`src/rtl/seven_seg_pkg.sv`:
```
// Shared definitions for the two-digit seven-segment display path:
// segment/word widths, the idle display word and the ownership states.
package seven_seg_pkg;

  localparam int SEG_W  = 7;
  localparam int DISP_W = 2 * SEG_W;

  localparam logic [DISP_W-1:0] BLANK_DEFAULT = '0;

  typedef enum logic {
    IDLE,
    OWN
  } state_t;

endpackage

```
`src/rtl/seven_seg_rr_pick.sv`:
```
// Combinational round-robin picker: scans ptr+1, ptr+2, ..., ptr (mod NREQ)
// and returns the first requester that is asserted and not excluded.
module seven_seg_rr_pick #(
  parameter int NREQ = 4,
  parameter int PW   = (NREQ > 1) ? $clog2(NREQ) : 1
) (
  input  logic [NREQ-1:0] req,
  input  logic [PW-1:0]   ptr,
  input  logic [NREQ-1:0] excl,
  output logic [NREQ-1:0] win,
  output logic            valid
);

  logic [PW-1:0] idx;

  always_comb begin
    win   = '0;
    valid = 1'b0;
    idx   = '0;
    // Offset NREQ wraps back to ptr itself, giving the last-granted lowest priority.
    for (int k = 1; k <= NREQ; k++) begin
      idx = PW'((int'(ptr) + k) % NREQ);
      if (!valid && req[idx] && !excl[idx]) begin
        win[idx] = 1'b1;
        valid    = 1'b1;
      end
    end
  end

endmodule

```
`src/rtl/seven_seg_arbiter.sv`:
```
// Round-robin display-ownership scheduler with a minimum hold time per owner;
// drives the registered 14-bit word to the seven-segment multiplexer.
module seven_seg_arbiter
  import seven_seg_pkg::*;
#(
  parameter int                NREQ  = 4,
  parameter int                HOLD  = 1600000,
  parameter int                CBITS = 21,
  parameter logic [DISP_W-1:0] BLANK = BLANK_DEFAULT
) (
  input  logic                   clk,
  input  logic                   rst,
  input  logic [NREQ-1:0]        req,
  input  logic [NREQ*DISP_W-1:0] data,
  output logic [NREQ-1:0]        gnt,
  output logic [DISP_W-1:0]      both7seg,
  output logic                   switched
);

  localparam int               PW      = $clog2(NREQ);
  localparam logic [CBITS-1:0] CNT_MAX = CBITS'(HOLD - 1);

  state_t            state_reg, state_next;
  logic [PW-1:0]     ptr_reg, ptr_next;
  logic [CBITS-1:0]  cnt_reg, cnt_next;
  logic [NREQ-1:0]   gnt_reg, gnt_next;
  logic [DISP_W-1:0] seg_reg, seg_next;
  logic              sw_reg, sw_next;

  logic [NREQ-1:0]   pick_excl, pick_win;
  logic              pick_valid;
  logic              owner_req;
  logic              take_new;
  logic [DISP_W-1:0] slice [NREQ];

  function automatic logic [PW-1:0] enc(input logic [NREQ-1:0] oh);
    enc = '0;
    for (int i = 0; i < NREQ; i++) begin
      if (oh[i]) enc = PW'(i);
    end
  endfunction

  for (genvar gi = 0; gi < NREQ; gi++) begin : g_slice
    assign slice[gi] = data[gi*DISP_W +: DISP_W];
  end

  // While owning, the current owner never competes in its own handover search.
  assign pick_excl = (state_reg == OWN) ? gnt_reg : '0;
  assign owner_req = |(req & gnt_reg);

  seven_seg_rr_pick #(
    .NREQ (NREQ),
    .PW   (PW)
  ) u_pick (
    .req   (req),
    .ptr   (ptr_reg),
    .excl  (pick_excl),
    .win   (pick_win),
    .valid (pick_valid)
  );

  always_comb begin
    state_next = state_reg;
    ptr_next   = ptr_reg;
    cnt_next   = cnt_reg;
    gnt_next   = gnt_reg;
    take_new   = 1'b0;

    case (state_reg)
      IDLE: begin
        if (pick_valid) take_new = 1'b1;
      end
      OWN: begin
        if (!owner_req) begin
          if (pick_valid) begin
            take_new = 1'b1;
          end else begin
            state_next = IDLE;
            gnt_next   = '0;
            cnt_next   = '0;
          end
        end else if (cnt_reg == CNT_MAX && pick_valid) begin
          take_new = 1'b1;
        end else if (cnt_reg != CNT_MAX) begin
          cnt_next = cnt_reg + 1'b1;
        end
      end
      default: begin
        state_next = IDLE;
        gnt_next   = '0;
        cnt_next   = '0;
      end
    endcase

    if (take_new) begin
      state_next = OWN;
      gnt_next   = pick_win;
      cnt_next   = '0;
      ptr_next   = enc(pick_win);
    end

    // New owner's data travels with its grant bit, so handover has no blank gap.
    seg_next = (|gnt_next) ? slice[enc(gnt_next)] : BLANK;
    sw_next  = (gnt_next != gnt_reg);
  end

  always_ff @(posedge clk) begin
    if (rst) begin
      state_reg <= IDLE;
      ptr_reg   <= PW'(NREQ - 1);
      cnt_reg   <= '0;
      gnt_reg   <= '0;
      seg_reg   <= BLANK;
      sw_reg    <= 1'b0;
    end else begin
      state_reg <= state_next;
      ptr_reg   <= ptr_next;
      cnt_reg   <= cnt_next;
      gnt_reg   <= gnt_next;
      seg_reg   <= seg_next;
      sw_reg    <= sw_next;
    end
  end

  assign gnt      = gnt_reg;
  assign both7seg = seg_reg;
  assign switched = sw_reg;

endmodule
```
`config.mk`:
```
export PLATFORM = sky130hd
export DESIGN_NAME = seven_seg_arbiter
export DESIGN_NICKNAME = d
export VERILOG_FILES = /design/src/rtl/seven_seg_pkg.sv /design/src/rtl/seven_seg_rr_pick.sv /design/src/rtl/seven_seg_arbiter.sv
export SDC_FILE = /design/constraint.sdc
export NUM_CORES = 1
export LEC_CHECK = 0
export CAP_MARGIN = 20
export CORE_ASPECT_RATIO = 1.25
export CORE_UTILIZATION = 49
export DETAILED_ROUTE_END_ITERATION = 8
export HOLD_SLACK_MARGIN = 0.06
export PLACE_DENSITY = 0.85
export SETUP_SLACK_MARGIN = 0.15
export SLEW_MARGIN = 30
export SYNTH_ARGS = -nofsm -noshare
export SYNTH_HDL_FRONTEND = slang
export SYNTH_HIERARCHICAL = 1
export SYNTH_SLANG_ARGS = --single-unit
```
`constraint.sdc`:
```
create_clock -name clk -period 5 [get_ports clk]
set_clock_uncertainty 0.15 [all_clocks]
set_input_delay 0.75 -clock clk [delete_from_list [all_inputs] [get_ports clk]]
set_output_delay 0.75 -clock clk [all_outputs]
set_load 0.005 [all_outputs]
```
== Word level (Yosys, flattened, before mapping) ==
Index checks and enable logic that the tools add are counted.
Operators by class
  muxes and demuxes: 57
  divide/modulo/power cells: 0
  shifts and indexed selects: 0
  $lt $le $gt $ge: 9
  $add $sub $neg: 5
  bitwise operators: 7
  equal/unequal tests: 6
  multiply operators: 0
  reductions and logical operators: 24
Operators with widths (number)
  $mux W21: 4
  $mux W4: 9
  $bmux W14 S2: 1
  $mux W14: 2
  $mux W1: 24
  $add A21 B1 Y21 const B: 1
  $eq A21 B21 Y1 const B: 1
  $ne A21 B21 Y1 const B: 1
  $bmux W1 S2: 8
  $logic_and A1 B1 Y1: 12
  $lt A2 B3 Y1 const B: 4
  $or A4 B4 Y4: 3
  $demux W1 S2: 4
  $ge A2 B1 Y1 const B: 4
  $mux W2: 4
  $reduce_or A4 Y1: 2
  $logic_not A1 Y1: 7
  $add A2 B1 Y2 const B: 2
  $add A2 B2 Y2 const B: 2
  $and A4 B4 Y4: 1
  $ne A2 B1 Y1 const B: 2
  $ne A4 B4 Y1: 1
  $reduce_and A4 Y1: 1
  $reduce_or A2 Y1: 2
  other kinds (5): 6
Word-level totals
  bits of input ports: 62
  memories: 0
  ROM bits: 0
  flip-flop bits (word level): 43
  memory bits (writable): 0
  latch bits: 0

== Depth between registers and ports, before layout ==
  depth after elaboration: 30
  depth in mapped cells: 14

== Hierarchy ==
The synthesis kept the hierarchy.
Modules (own cells, without submodules)
  seven_seg_arbiter: cells an instance 312, seq. area each 860.8 sq um, instances 1, area each 2647.5 sq um
  seven_seg_rr_pick: cells an instance 49, seq. area each 0.0 sq um, instances 1, area each 401.6 sq um

== Least setup slack after synthesis ==
Ideal clock, no wire load.
  path type: reg2reg
  from: reg ptr_reg[0]
  to: reg seg_reg[10], in the netlist both7seg[10]
  data arrival time: 3.524 ns
  cell stages (with the launch flop): 14
  path buffers: 1
  path slack: 1.265 ns
  period minus slack after synthesis: 3.735 ns
  required time: 4.789 ns
  library setup time: 0.061 ns
  cell sequence: dfxtp_1 -> inv_1 -> ha_1 -> inv_2 -> mux4_2 -> and2_1 -> a221o_1 -> a221o_1 -> nor3b_1 -> mux2i_1 -> and2_4 -> buf_2 -> o311ai_0 -> a32o_1
Between the ends
  elaborated cells between the ends (all ways): 84
  classes of those cells: 4 x add/sub; 8 x order compare; 46 x mux; 5 x bitwise; 21 x reduce/logical
RTL lines
  from (decl): RTL line seven_seg_arbiter.sv:24  | logic [PW-1:0] ptr_reg, ptr_next;
  from (signal assigned): RTL line seven_seg_arbiter.sv:110  | ptr_reg <= PW'(NREQ - 1);
  from (signal assigned): RTL line seven_seg_arbiter.sv:117  | ptr_reg <= ptr_next;
  branches (longest 17 deep; another with $lt A2 B3 Y1)
  $mux W4 (*): RTL line seven_seg_rr_pick.sv:23  | if (!valid && req[idx] && !excl[idx]) begin
  via pick_win[2]: RTL line seven_seg_arbiter.sv:30  | logic [NREQ-1:0] pick_excl, pick_win;
  $mux W4 (*): RTL line seven_seg_arbiter.sv:95  | if (take_new) begin
  $mux W2 (2 in a row): RTL line seven_seg_arbiter.sv:39  | if (oh[i]) enc = PW'(i);
  $not A2 Y3 (not written as such): RTL line seven_seg_arbiter.sv:103  | seg_next = (|gnt_next) ? slice[enc(gnt_next)] : BLANK;
  $bmux W14 S2: RTL line seven_seg_arbiter.sv:103
  $mux W14 (not written as such) (2 in a row): RTL line seven_seg_arbiter.sv:103
  to (signal assigned): RTL line seven_seg_arbiter.sv:120  | seg_reg <= seg_next;
  to (decl): RTL line seven_seg_arbiter.sv:27  | logic [DISP_W-1:0] seg_reg, seg_next;
Mark *: on every way through the listed nets, which the timed path passes. The select of a mux whose other input is x is not followed.
A chain may end at the register's enable or synchronous reset.

== Worst setup path after layout ==
  from: reg ptr_reg[0]
  to: reg seg_reg[2], in the netlist both7seg[2]
Between the ends
  elaborated cells between the ends (all ways): 84
  classes of those cells: 4 x add/sub; 8 x order compare; 46 x mux; 5 x bitwise; 21 x reduce/logical
RTL lines (RTL line)
  branches (longest 17 deep; another with $lt A2 B3 Y1)
  $mux W4 (*): seven_seg_rr_pick.sv:23
  via pick_win[3]: seven_seg_arbiter.sv:30
  $mux W4 (*): seven_seg_arbiter.sv:95
  $mux W2: seven_seg_arbiter.sv:39
  $not A2 Y3 (not written as such): seven_seg_arbiter.sv:103
  $bmux W14 S2: seven_seg_arbiter.sv:103
  $mux W14 (not written as such) (2 in a row): seven_seg_arbiter.sv:103
Marks and branches as above.

==> reports/results.ini <==
[logic_synthesis]
synth_flop_cell=dfxtp_1
synthArstFlopShare=0
synth_warnings=6
yosysUniqueCellTypes=67
synth_area_leaders=dfxtp_1 28%, nand3_1 4.8%, a32o_1 4.6%
netlist_instances=361
syn_avg_cell_area_sq_um=8.45
netlist_area_sq_mm=0.00305
synth_edf_count=0
yosysTopAreaCellShare=0.282
yosysSeqAreaShare=0.282
yosys.area.top_type=dfxtp_1
syn-num-nets=431
ys_seq_elements=43

[cells_and_area]
seqCellArea_sq_um=861
area_delta_synth_final_pct=30.1
final_cell_mix=80 x clkdlybuf4s50_1, 43 x dfxtp_1, 29 x nor2_1, 29 x nand3_1, 22 x inv_1
multiInputGateArea_sq_mm=0.00200
layout_commonest_cell=clkdlybuf4s50_1
n_fill_cell=508
drive_above_1_share=0.0716
fin_nets=502
largest_reg_flops=21
antennaDiodeCount=0

[clocking]
cts_max_level=2
cts_buffers=5
clock-root-buffer=clkbuf_8
clk_latency_ps=300
cts.sinks=43
ctsLongestPathBuffers=2
ctsHoldBuffers=0
cts-resized-gates=0
postCtsSetupBuffers=0
cts_tree=built
clkSlewWorstSetupHoldPaths_ps=80

[power_and_ir_drop]
leakagePower_nw=1.35
p_total_w=0.00194
max-vdd-ir-drop_mv=0.278
p_per_area_mw_per_mm2=488

[worst_hold_path]
whs_path_depth=2
holdCritStartpoint=cnt_reg[20]
hold_end=cnt_reg[20]
hp-class=reg -> reg

[setup_path]
startpoint_type=register
critPathMaxStageDelay_ps=570
r2r_setup_slack_ps=580
criticalPathCategory=reg -> reg
end_kind=register
cpMaxStageDelayCell=a41oi_4
reg2regPathDepth=13
crit_buf_inv=3
crit_family=compound AO/OA/AOI/OAI gates
worst_ep_arrival_time_ps=4510
r2r-start=ptr_reg[0]
cp.required_ps=5090
r2r_end=both7seg[2]
critPathMaxFanout=16
cp_cell_sequence=inv_1, ha_1, inv_2, mux4_2, nor2_1, a221o_1, a221o_1, inv_1, and3_1, mux2i_1, nand3_1, a41oi_4, a32o_1

[floorplanning]
dieArea_sq_mm=0.00654
die-height_um=90.2
rows=31
fp.dieW_um=72.6
io_pins=81
fp.coreArea_sq_mm=0.00590
initial_core_util=0.517

[timing]
final.setup.tns_ps=0
hold_viol=0
drv_slew=0
rsz0062_at_grt=false
tightest_slew_ps=884
max_freq_ghz=0.226
fin_crit_sh=0.885
min_period_ps=4420
slew_headroom=0.410
finalSetupViolCount=0

[global_route]
grt_start_max_net_pins=22
antenna_found_initial=0
grt_overflow=0
grt_pass1_wl_um=13800
grt_pass1_vias=3004
track_usage=0.261

[routing]
drcViolationCount=0
drt_iter0_markers=372
antenna_left=0
drt-wirelength-per-cell_um=16.1
viasPerCell=6.04
dr.pass1.iters=6
wirelength_um=8280
num_vias=3109

[place]
gp_congestion=0.884
io_buffer_count=80
dp_hpwl_um=6180

[status]
status=completed

[flow_run]
drv_cap=0

## worst register-to-register path, stage by stage, from the launching register on
cell and delay (ps):
dfxtp_1 540, inv_1 240, ha_1 390, inv_2 90
mux4_2 540, nor2_1 240, a221o_1 200, a221o_1 210
inv_1 110, and3_1 170, mux2i_1 180, nand3_1 510
a41oi_4 570, a32o_1 240
## routing by layer
layer	vias to the layer above	global-route usage	part of all wire
met5	-	0	0
met4	0	0.0621	0.013
met3	15	0.0673	0.079
met2	130	0.456	0.51
met1	1455	0.314	0.40
li1	1509	-	-
## cells by family (layout without fill, tap and decap cells)
logic type / after synthesis / count (layout) / synth area share
XOR/XNOR: 16 / 16 / 0.0460
flip-flops: 43 / 43 / 0.282
AO/OA/AOI/OAI: 77 / 77 / 0.228
AND/OR/NAND/NOR: 169 / 169 / 0.325
multiplexers: 5 / 5 / 0.0246
adder cells (fa/ha/maj): 8 / 8 / 0.0328
buffers and inverters: 43 / 115 / 0.0616
## worst max-delay path by stage
stage / startpoint / end / slack [ps] / cells past startpoint
4_1_cts: ptr_reg[0] / both7seg[6] / 640 / 13
3_5_place_dp: req[1] / both7seg[6] / 430 / 12
2_1_floorplan: ptr_reg[0] / both7seg[10] / 1270 / 13
6_report: ptr_reg[0] / both7seg[2] / 580 / 13
3_3_place_gp: req[1] / both7seg[13] / 520 / 12
5_1_grt: state_reg / both7seg[1] / 240 / 13
## cell usage after synthesis (3+ instances only)
cell       n
or3_1      3
mux2i_1    3
a22oi_1    3
nand2b_1  20
nor3b_1    3
o311ai_0  12
o211ai_1   4
nor3_1    14
nor4_1     5
nand3_1   29
o21ai_0    5
nor2b_1    3
nand4_1    9
and2_1     8
a21oi_1    7
ha_1       8
nand2_1   16
buf_2      6
a221o_1    8
xnor2_1   14
inv_1     22
nor4b_1    3
and4_1     3
a32o_1    14
dfxtp_1   43
clkbuf_1  11
nor2_1    29
and3_1     4
## through the flow
| stage | cells | instance area, sq um | worst slack, ps | util | hold slack [ps] |
|---|---|---|---|---|---|
| 6_report | 515 | 3970 | 576 | 0.673 | 346 |
| 5_1_grt | 515 | 3970 | 242 | 0.673 | 375 |
| 4_1_cts | 515 | 3970 | 640 | 0.673 | 349 |
| 3_5_place_dp | 507 | 3880 | 428 | 0.658 | 338 |
| 3_3_place_gp | 507 | 3880 | 523 | 0.658 | 322 |
| 2_1_floorplan | 361 | 3050 | 1270 | - | 306 |
## power by group
part | switching [W] | internal, W
Sequential | 0.0000717 | 0.000415
Combinational | 0.000663 | 0.000565
Clock | 0.000123 | 0.0000978
Total | 0.000857 | 0.00108
## area by class of cell
type / instances / share of cell area
multi-input combinational: 275 / 0.504
sequential: 43 / 0.217
timing repair buffer: 84 / 0.209
tap: 82 / 0.0259
inverter: 23 / 0.0218
clock buffer: 6 / 0.0183
clock inverter: 2 / 0.00315
Power figures use the tool's default switching activity.
